--- config.mk ---
export PLATFORM = sky130hd
export DESIGN_NAME = interrupt_ctrl
export DESIGN_NICKNAME = d
export VERILOG_FILES = /design/src/rtl/interrupt_ctrl.sv
export SDC_FILE = /design/constraint.sdc
export NUM_CORES = 1
export LEC_CHECK = 0
export ABC_CLOCK_PERIOD_IN_PS = 5200
export CORE_MARGIN = 3
export CORE_UTILIZATION = 50
export DETAILED_ROUTE_END_ITERATION = 6
export GPL_TIMING_DRIVEN = 0
export PLACE_DENSITY_LB_ADDON = 0.3
export SLEW_MARGIN = 20
export SYNTH_ARGS = -nofsm -noshare
export SYNTH_HDL_FRONTEND = slang
export SYNTH_SLANG_ARGS = --single-unit
--- constraint.sdc ---
create_clock -name clk_in -period 5.2 [get_ports clk_in]
set_input_delay 1.04 -clock clk_in [delete_from_list [all_inputs] [get_ports clk_in]]
set_output_delay 1.04 -clock clk_in [all_outputs]
set_load 0.05 [all_outputs]
--- src/rtl/interrupt_ctrl.sv ---
// ---------------------------------------------------------------------------
// interrupt_ctrl
//   Machine-mode interrupt controller. It decides when to take a timer or
//   external interrupt, saves the trap PC in mepc, and drives a one-cycle
//   redirect pulse to pipeline control on trap entry and on mret. It also
//   owns the trap CSRs (mstatus, mie, mtvec, mepc, mcause, mip).
//
// Configuration macro:
//   IRQ_SYNC_EN - when defined, irq_in and timer_irq_in each pass through a
//                 2-flop synchronizer before reaching mip.
//
// Ports:
//   clk_in           - clock
//   reset_in         - synchronous, active-high reset
//   irq_in           - external interrupt lines, level, active-high
//   timer_irq_in     - timer interrupt, level, active-high
//   mret_in          - one-cycle pulse, mret executed in exe
//   stall_in         - pipeline stalled, defers trap entry only
//   pc_of_epc_in     - trap return PC supplied by pipeline control
//   csr_we_in        - CSR write strobe
//   csr_addr_in      - CSR address for read and write
//   csr_wdata_in     - CSR write data
//   csr_rdata_out    - combinational CSR read data, 0 for unmapped addresses
//   interrupt_en_out - one-cycle redirect/flush pulse
//   isr_pc_out       - redirect target, valid while interrupt_en_out is high
// ---------------------------------------------------------------------------
module interrupt_ctrl #(
  parameter int                    ADDR_WIDTH  = 32,
  parameter int                    IRQ_NUM     = 4,
  parameter logic [ADDR_WIDTH-1:0] MTVEC_RESET = 32'h0000_0100
) (
  input  logic                  clk_in,
  input  logic                  reset_in,
  input  logic [IRQ_NUM-1:0]    irq_in,
  input  logic                  timer_irq_in,
  input  logic                  mret_in,
  input  logic                  stall_in,
  input  logic [ADDR_WIDTH-1:0] pc_of_epc_in,
  input  logic                  csr_we_in,
  input  logic [11:0]           csr_addr_in,
  input  logic [ADDR_WIDTH-1:0] csr_wdata_in,
  output logic [ADDR_WIDTH-1:0] csr_rdata_out,
  output logic                  interrupt_en_out,
  output logic [ADDR_WIDTH-1:0] isr_pc_out
);

  localparam logic [11:0] CSR_MSTATUS = 12'h300;
  localparam logic [11:0] CSR_MIE     = 12'h304;
  localparam logic [11:0] CSR_MTVEC   = 12'h305;
  localparam logic [11:0] CSR_MEPC    = 12'h341;
  localparam logic [11:0] CSR_MCAUSE  = 12'h342;
  localparam logic [11:0] CSR_MIP     = 12'h344;

  localparam int                CODE_W        = 8;
  localparam logic [CODE_W-1:0] CODE_TIMER    = 8'd7;
  localparam logic [CODE_W-1:0] CODE_EXT_BASE = 8'd16;

  // Writable bits of mie: MTIE plus one enable per external line.
  function automatic logic [ADDR_WIDTH-1:0] f_mie_mask();
    logic [ADDR_WIDTH-1:0] m;
    m                = '0;
    m[7]             = 1'b1;
    m[16 +: IRQ_NUM] = {IRQ_NUM{1'b1}};
    return m;
  endfunction

  localparam logic [ADDR_WIDTH-1:0] MIE_MASK = f_mie_mask();

  // Winning cause code: timer first, then the lowest-index external line.
  function automatic logic [CODE_W-1:0] f_prio(input logic [ADDR_WIDTH-1:0] pend);
    logic [CODE_W-1:0] code;
    code = CODE_TIMER;
    for (int i = IRQ_NUM - 1; i >= 0; i--) begin
      if (pend[16 + i]) begin
        code = CODE_EXT_BASE + CODE_W'(i);
      end else begin
        code = code;
      end
    end
    if (pend[7]) begin
      code = CODE_TIMER;
    end else begin
      code = code;
    end
    return code;
  endfunction

  // Trap entry target; vectored mode adds 4*code, wrapping at ADDR_WIDTH.
  function automatic logic [ADDR_WIDTH-1:0] f_target(input logic [ADDR_WIDTH-1:0] tvec,
                                                     input logic [CODE_W-1:0]     code);
    logic [ADDR_WIDTH-1:0] base;
    base = {tvec[ADDR_WIDTH-1:2], 2'b00};
    if (tvec[1:0] == 2'b01) begin
      return base + (ADDR_WIDTH'(code) << 2);
    end else begin
      return base;
    end
  endfunction

  typedef enum logic [1:0] {
    ST_IDLE = 2'b00,
    ST_TAKE = 2'b01,
    ST_RET  = 2'b10
  } state_t;

  state_t                r_state;
  logic [CODE_W-1:0]     r_code;
  logic                  r_int_en;
  logic [ADDR_WIDTH-1:0] r_isr_pc;

  logic                  r_mie_bit;
  logic                  r_mpie;
  logic [ADDR_WIDTH-1:0] r_mie;
  logic [ADDR_WIDTH-1:0] r_mtvec;
  logic [ADDR_WIDTH-1:0] r_mepc;
  logic [ADDR_WIDTH-1:0] r_mcause;

  logic [IRQ_NUM-1:0]    w_irq_src;
  logic                  w_tmr_src;
  logic [ADDR_WIDTH-1:0] w_mip;
  logic [ADDR_WIDTH-1:0] w_pend;
  logic [CODE_W-1:0]     w_code;
  logic                  w_take;

  logic                  w_mie_bit_nxt;
  logic                  w_mpie_nxt;
  logic [ADDR_WIDTH-1:0] w_mie_nxt;
  logic [ADDR_WIDTH-1:0] w_mtvec_nxt;
  logic [ADDR_WIDTH-1:0] w_mepc_nxt;
  logic [ADDR_WIDTH-1:0] w_mcause_nxt;

`ifdef IRQ_SYNC_EN
  logic [IRQ_NUM-1:0] r_irq_meta;
  logic [IRQ_NUM-1:0] r_irq_sync;
  logic               r_tmr_meta;
  logic               r_tmr_sync;

  // Two-flop synchronizers for the asynchronous interrupt sources.
  always_ff @(posedge clk_in) begin
    if (reset_in) begin
      r_irq_meta <= '0;
      r_irq_sync <= '0;
      r_tmr_meta <= 1'b0;
      r_tmr_sync <= 1'b0;
    end else begin
      r_irq_meta <= irq_in;
      r_irq_sync <= r_irq_meta;
      r_tmr_meta <= timer_irq_in;
      r_tmr_sync <= r_tmr_meta;
    end
  end

  assign w_irq_src = r_irq_sync;
  assign w_tmr_src = r_tmr_sync;
`else
  assign w_irq_src = irq_in;
  assign w_tmr_src = timer_irq_in;
`endif

  // Live pending bits laid out like mie, and the enabled subset.
  always_comb begin
    w_mip                = '0;
    w_mip[7]             = w_tmr_src;
    w_mip[16 +: IRQ_NUM] = w_irq_src;
    w_pend               = w_mip & r_mie;
    w_code               = f_prio(w_pend);
    // mret wins over a simultaneous interrupt; the interrupt is retried later.
    w_take               = r_mie_bit && (w_pend != '0) && !stall_in && !mret_in;
  end

  // Next CSR values: software writes first, then hardware updates of
  // TAKE/RET override them, which drops a colliding software write.
  always_comb begin
    w_mie_bit_nxt = r_mie_bit;
    w_mpie_nxt    = r_mpie;
    w_mie_nxt     = r_mie;
    w_mtvec_nxt   = r_mtvec;
    w_mepc_nxt    = r_mepc;
    w_mcause_nxt  = r_mcause;
    if (csr_we_in) begin
      case (csr_addr_in)
        CSR_MSTATUS: begin
          w_mie_bit_nxt = csr_wdata_in[3];
          w_mpie_nxt    = csr_wdata_in[7];
        end
        CSR_MIE:    w_mie_nxt    = csr_wdata_in & MIE_MASK;
        CSR_MTVEC:  w_mtvec_nxt  = csr_wdata_in;
        CSR_MEPC:   w_mepc_nxt   = {csr_wdata_in[ADDR_WIDTH-1:2], 2'b00};
        CSR_MCAUSE: w_mcause_nxt = csr_wdata_in;
        default: begin
        end
      endcase
    end else begin
      w_mie_nxt = r_mie;
    end
    case (r_state)
      ST_TAKE: begin
        w_mepc_nxt    = {pc_of_epc_in[ADDR_WIDTH-1:2], 2'b00};
        w_mcause_nxt  = {1'b1, {(ADDR_WIDTH-1-CODE_W){1'b0}}, r_code};
        w_mpie_nxt    = r_mie_bit;
        w_mie_bit_nxt = 1'b0;
      end
      ST_RET: begin
        w_mie_bit_nxt = r_mpie;
        w_mpie_nxt    = 1'b1;
      end
      default: begin
      end
    endcase
  end

  // Trap FSM, CSR state and registered redirect outputs.
  always_ff @(posedge clk_in) begin
    if (reset_in) begin
      r_state   <= ST_IDLE;
      r_code    <= '0;
      r_int_en  <= 1'b0;
      r_isr_pc  <= '0;
      r_mie_bit <= 1'b0;
      r_mpie    <= 1'b0;
      r_mie     <= '0;
      r_mtvec   <= MTVEC_RESET;
      r_mepc    <= '0;
      r_mcause  <= '0;
    end else begin
      r_mie_bit <= w_mie_bit_nxt;
      r_mpie    <= w_mpie_nxt;
      r_mie     <= w_mie_nxt;
      r_mtvec   <= w_mtvec_nxt;
      r_mepc    <= w_mepc_nxt;
      r_mcause  <= w_mcause_nxt;
      case (r_state)
        ST_IDLE: begin
          if (mret_in) begin
            r_state  <= ST_RET;
            r_int_en <= 1'b1;
            r_isr_pc <= w_mepc_nxt;
          end else if (w_take) begin
            r_state  <= ST_TAKE;
            r_code   <= w_code;
            r_int_en <= 1'b1;
            r_isr_pc <= f_target(w_mtvec_nxt, w_code);
          end else begin
            r_int_en <= 1'b0;
            r_isr_pc <= '0;
          end
        end
        // TAKE and RET last one cycle and ignore stall_in.
        ST_TAKE, ST_RET: begin
          r_state  <= ST_IDLE;
          r_int_en <= 1'b0;
          r_isr_pc <= '0;
        end
        default: begin
          r_state  <= ST_IDLE;
          r_int_en <= 1'b0;
          r_isr_pc <= '0;
        end
      endcase
    end
  end

  // CSR read mux; mip shows the live sources.
  always_comb begin
    csr_rdata_out = '0;
    case (csr_addr_in)
      CSR_MSTATUS: begin
        csr_rdata_out[3] = r_mie_bit;
        csr_rdata_out[7] = r_mpie;
      end
      CSR_MIE:    csr_rdata_out = r_mie;
      CSR_MTVEC:  csr_rdata_out = r_mtvec;
      CSR_MEPC:   csr_rdata_out = r_mepc;
      CSR_MCAUSE: csr_rdata_out = r_mcause;
      CSR_MIP:    csr_rdata_out = w_mip;
      default:    csr_rdata_out = '0;
    endcase
  end

  assign interrupt_en_out = r_int_en;
  assign isr_pc_out       = r_isr_pc;

endmodule

* After elaboration in Yosys (flattened, before gate mapping)
Cells that the tools add are included.
** Word-level totals
- Memory bits (read-only) :: 0
- Memories kept :: 0
- RAM bits :: 0
- Register bits after elaboration :: 146
- Bits in latches :: 0
- Input bits :: 86
- Word-level logic and storage cells :: 76
** Operators by class
- Multiplexer cells :: 31
- Order comparisons :: 0
- Divide/modulo/power cells :: 0
- Bitwise logic cells :: 3
- Shift operators :: 0
- Multipliers :: 0
- Equal/unequal tests :: 9
- Reductions and logical operators :: 20
- Add/subtract/negate cells :: 1
** Operators with widths (number)
- $mux W32 :: 11
- $pmux W24 S5 :: 1
- $eq A12 B10 Y1 const B :: 6
- $add A32 B10 Y32 :: 1
- $reduce_bool A32 Y1 :: 1
- $and A20 B20 Y20 :: 1
- $pmux W3 S3 :: 2
- $mux W8 :: 2
- $mux W5 :: 3
- $reduce_and A2 Y1 :: 4
- $mux W1 :: 6
- $pmux W1 S6 :: 1
- $reduce_bool A2 Y1 :: 3
- $reduce_bool A3 Y1 :: 2
- $eq A2 B1 Y1 const B :: 2
- $mux W2 :: 2
- $pmux W1 S2 :: 2
- $pmux W1 S4 :: 1
- $reduce_or A2 Y1 :: 2
- $logic_and A1 B1 Y1 :: 3
- $reduce_and A3 Y1 :: 1
- $reduce_or A3 Y1 :: 1
- $eq A2 B2 Y1 const B :: 1
- $logic_not A1 Y1 :: 2
- 2 further kinds :: 3

* Longest topological paths before layout
- Depth in word-level cells :: 10
- Depth in mapped cells :: 18

* Least setup slack after synthesis
Ideal clock, no wire load.
- Kind :: input to register
- From :: in csr_addr_in[0]
- To :: reg r_isr_pc[23], in the netlist isr_pc_out[23]
- Arrival :: 4.691 ns
- Library setup time :: 0.134 ns
- Slack :: 0.375 ns
- Cell stages on the path :: 18
- Cell sequence :: buf_2 and2_1 nand4_1 clkbuf_1 clkbuf_1 buf_2 buf_2 nor2_1 a21oi_1 inv_1 ha_1 a21o_1 nand2_1 a211o_1 buf_2 a2111oi_2 xor2_1 o22ai_1
** Between the ends
- Word-level cells in the longest chain between the ends :: 7
- Elaborated cells on any way between the ends :: 12
- Classes of those cells :: 1 x add/sub; 3 x eq/ne; 8 x mux
** Ends and longest elaborated chain
- start, declared :: line 40 : input logic [11:0] csr_addr_in,
- $eq A12 B10 Y1 :: line 181 : case (csr_addr_in)
- $mux W32 :: line 181
- $mux W32 :: line 180 : if (csr_we_in) begin
- net w_mtvec_nxt[3] :: line 128 : logic [ADDR_WIDTH-1:0] w_mtvec_nxt;
- $add A32 B10 Y32 :: line 94 : return base + (ADDR_WIDTH'(code) << 2);
- $mux W32 :: line 93 : if (tvec[1:0] == 2'b01) begin
- $mux W32 :: line 238 : end else if (w_take) begin
- $mux W32 :: line 234 : if (mret_in) begin
- end signal, assigned :: line 237 : r_isr_pc <= w_mepc_nxt;
- end signal, assigned :: line 242 : r_isr_pc <= f_target(w_mtvec_nxt, w_code);
- end, declared :: line 109 : logic [ADDR_WIDTH-1:0] r_isr_pc;
The timed path passes the listed nets, and every way through them passes these cells.
A chain may end at the register's enable or synchronous reset.

* Final worst setup path
- From :: in csr_addr_in[6]
- To :: out csr_rdata_out[25]
** Between the ends
- Word-level cells in the longest chain between the ends :: 2
- Elaborated cells on any way between the ends :: 6
- Classes of those cells :: 5 x eq/ne; 1 x mux
** Ends and longest elaborated chain
- $eq A12 B10 Y1 :: line 266 : case (csr_addr_in)
- $pmux W24 S5 (*) :: line 266
- end, declared :: line 42 : output logic [ADDR_WIDTH-1:0] csr_rdata_out,
Every way passes the cells marked *; elsewhere a longest branch is shown, timed or not.

==> reports/results.ini <==
[status]
outcome = finished, violations left
violations = design-rule violations

[synthesis]
syn_area_per_cell_um2 = 7.948
synth_common_cells = 142 x dfxtp_1, 136 x nand2_1, 98 x a21oi_1
synthSimpleGateAreaFrac = 0.2241
synthFlopType = dfxtp_1
synth_top_area_frac = 0.3917
synth_top_family_by_area = simple AND/OR/NAND/NOR gates
async_reset_ff_frac = 0
synth_compound_area_frac = 0.2103
yosysWarnings = 0
synth_fa_ha_area_frac = 0.01310
syn_nets = 1006
synthMuxAreaShare = 0.06707
yosysMostFrequentCell = dfxtp_1
synth_area_leaders = dfxtp_1 39%, nand2_1 7.0%, a21oi_1 6.8%
synth_xor_area_frac = 0.03379
synth.distinct_cells = 63
ys_seq_elements = 142
synth-edff-count = 0
synth_top_area_cell = dfxtp_1
synth_cells = 913
ys_seq_area_frac = 0.3917
syn_area_um2 = 7257

[sta]
tightest_slew_ns = 0.9895
layout_min_cycle_time_ns = 5.148
max-slew-margin-rel = 0.3404
finalCritPeriodShare = 0.9900
skew_ns = 0.01154
final_max_slew_viol_count = 0
finalSetupViolations = 0
rsz0062_at_grt = true
clock.fmax_mhz = 194.3
hold_viol = 0
fin_setup_tns_ns = 0
hold_slack_ns = 0.4556

[floorplan]
die_w_um = 126.5
die_y_um = 126.5
row_count = 43
floorplan.die_area_um2 = 16000
top_level_ports = 151
core-area_um2 = 14040
start_util = 0.5168

[power_and_ir_drop]
irDropWorstVdd_v = 0.0002230
p_per_area_nw_per_um2 = 250.8
switching_share = 0.2549
p_total_mw = 2.383
power.share.clock = 0.475
net-switching-power_mw = 0.6074
power_leakage_nw = 3.587
combPwrFrac = 0.067
p_int_mw = 1.775
sequentialPowerShare = 0.458

[final_layout]
antenna_cells = 0
drive_gt1_frac = 0.09016
final_core_util = 0.6766
finalNonFillerCells = 1267
areaGrowthSynthToFinish_pct = 30.93
nNetsFinal = 1168

[clock_tree]
clk_path_buf_depth = 2
clock-sinks = 142
cts_root_buf = clkbuf_16
clk_latency_ns = 0.44
cts_tree = built
htree_levels = 4
clk_pin_slew_ns = 0.06
cts_buffers = 17

[route]
wire_per_inst_um = 24.63
ant_nets = 0
wl_mm = 31.20
vias_per_cell = 6.384
drtPass1Iterations = 7
drt_first_iter_violations = 1414
num_vias = 8088
remaining_drc_errors = 2

[placed_design]
dp_hpwl_mm = 21.78
place_congestion = 1.019
io_buffers = 142
place_inst = 1235

[grt]
gr-usage-all-layers = 0.3762
grt_max_degree = 20
antenna_found_initial = 0
grt_pass1_wl_mm = 45.28
grt_pass1_vias = 7683
gr-total-overflow = 0

[critical_path]
worstPathRequired_ns = 4.16
crit_type = in -> out
arrival_ns = 4.11
start_kind = input pin
crit_path_end_kind = output pin
worstPathMaxFanout = 10

[flow_run]
cap_violations = 0

[worst_hold_path]
hold_class = reg -> reg

## stage by stage
| step | setup WS (ns) | instance area (µm²) |
|---|---|---|
| final | 0.05226 | 9502 |
| after detailed placement | -1.123 | 8904 |
| after global placement | -1.130 | 8904 |
| after CTS | 0.0001568 | 9488 |
| after floorplan | 0.3752 | 7257 |
| after global routing | -0.01809 | 9502 |
## cells in the final DEF, fill, tap and decap left out, types with 7 or more instances in the layout
cell | Yosys | routed
clkdlybuf4s50_1 | 0 | 112
dfxtp_1 | 142 | 142
clkbuf_16 | 0 | 17
nor2b_1 | 9 | 9
and3_1 | 7 | 7
clkbuf_1 | 56 | 46
a211oi_1 | 8 | 8
xor2_1 | 13 | 13
clkbuf_2 | 0 | 10
o22ai_1 | 25 | 25
o21ai_0 | 15 | 15
clkdlybuf4s15_2 | 0 | 16
o221ai_1 | 8 | 8
nand2_1 | 136 | 136
mux2i_1 | 43 | 42
a21oi_1 | 98 | 98
xnor2_1 | 15 | 15
nand3_1 | 49 | 49
a222oi_1 | 28 | 28
inv_1 | 46 | 46
nor3_1 | 11 | 11
clkdlybuf4s15_1 | 0 | 7
nor2_1 | 97 | 96
nand4_1 | 7 | 7
## state kept, by name (all words and copies together), names as in the netlist
register          flops
interrupt_en_out      1
isr_pc_out           32
r_state               2
r_mcause             32
r_code                4
r_mpie                1
r_mie_bit             1
r_mtvec              32
r_mepc               32
r_mie                 5
## critical path: stages
cell	delay, ns
clkdlybuf4s50_1	0.60
or4b_2	0.64
nor4_2	0.29
clkbuf_2	0.35
buf_2	0.46
a222oi_1	0.24
inv_1	0.11
clkdlybuf4s15_2	0.37
## power by group through the flow
stage          registers (mW)  clock network [mW]  logic, mW
2_1_floorplan            1.12                   0     0.0445
3_3_place_gp             1.12                   0      0.151
3_5_place_dp             1.12                   0      0.151
4_1_cts                  1.09                1.13      0.152
5_1_grt                  1.09                1.17      0.164
6_report                 1.09                1.13      0.159
## path summary, 6_finish.rpt
path | end | depth (start not counted) | from | slack [ns]
worst max-delay path | csr_rdata_out[25] | 8 | csr_addr_in[6] | 0.05
worst min register to register | r_mcause[24] | 2 | r_mcause[24] | 0.46
worst min-delay path | r_mcause[24] | 2 | r_mcause[24] | 0.46
worst max register to register | isr_pc_out[23] | 10 | r_mie[17] | 1.84
## final cells by class
type	instances	area [µm²]
clock inverter	13	107.6
timing repair buffer	145	1428
tap	180	225.2
sequential	142	2843
inverter	47	176.4
fill	1177	4541
buffer	63	281.5
clock buffer	18	429.2
multi-input combinational	659	4011
## cell families after synthesis
group | after synthesis
compound gates | 223
xor+xnor | 28
fa+ha+maj | 7
buf+inv | 112
flops | 142
mux | 48
simple gates | 353
## timing repair
| item | 4_1_cts | 5_1_grt |
|---|---|---|
| buffers inserted | 1 | 2 |
| hold buffers | 0 | 0 |
| resized for setup | 85 | 23 |
| endpoints found under the hold margin | 0 | 0 |
| pin swaps | 1 | 1 |
| endpoints found under the setup margin | 57 | 54 |
## metal layers
metal,part of all wire,up-vias,track usage
li1,-,3574,-
met1,0.38,3771,0.4882
met2,0.43,642,0.5595
met3,0.15,101,0.1356
met4,0.041,0,0.1748
met5,0,-,0
No activity file was read; power rests on OpenSTA's default activity.
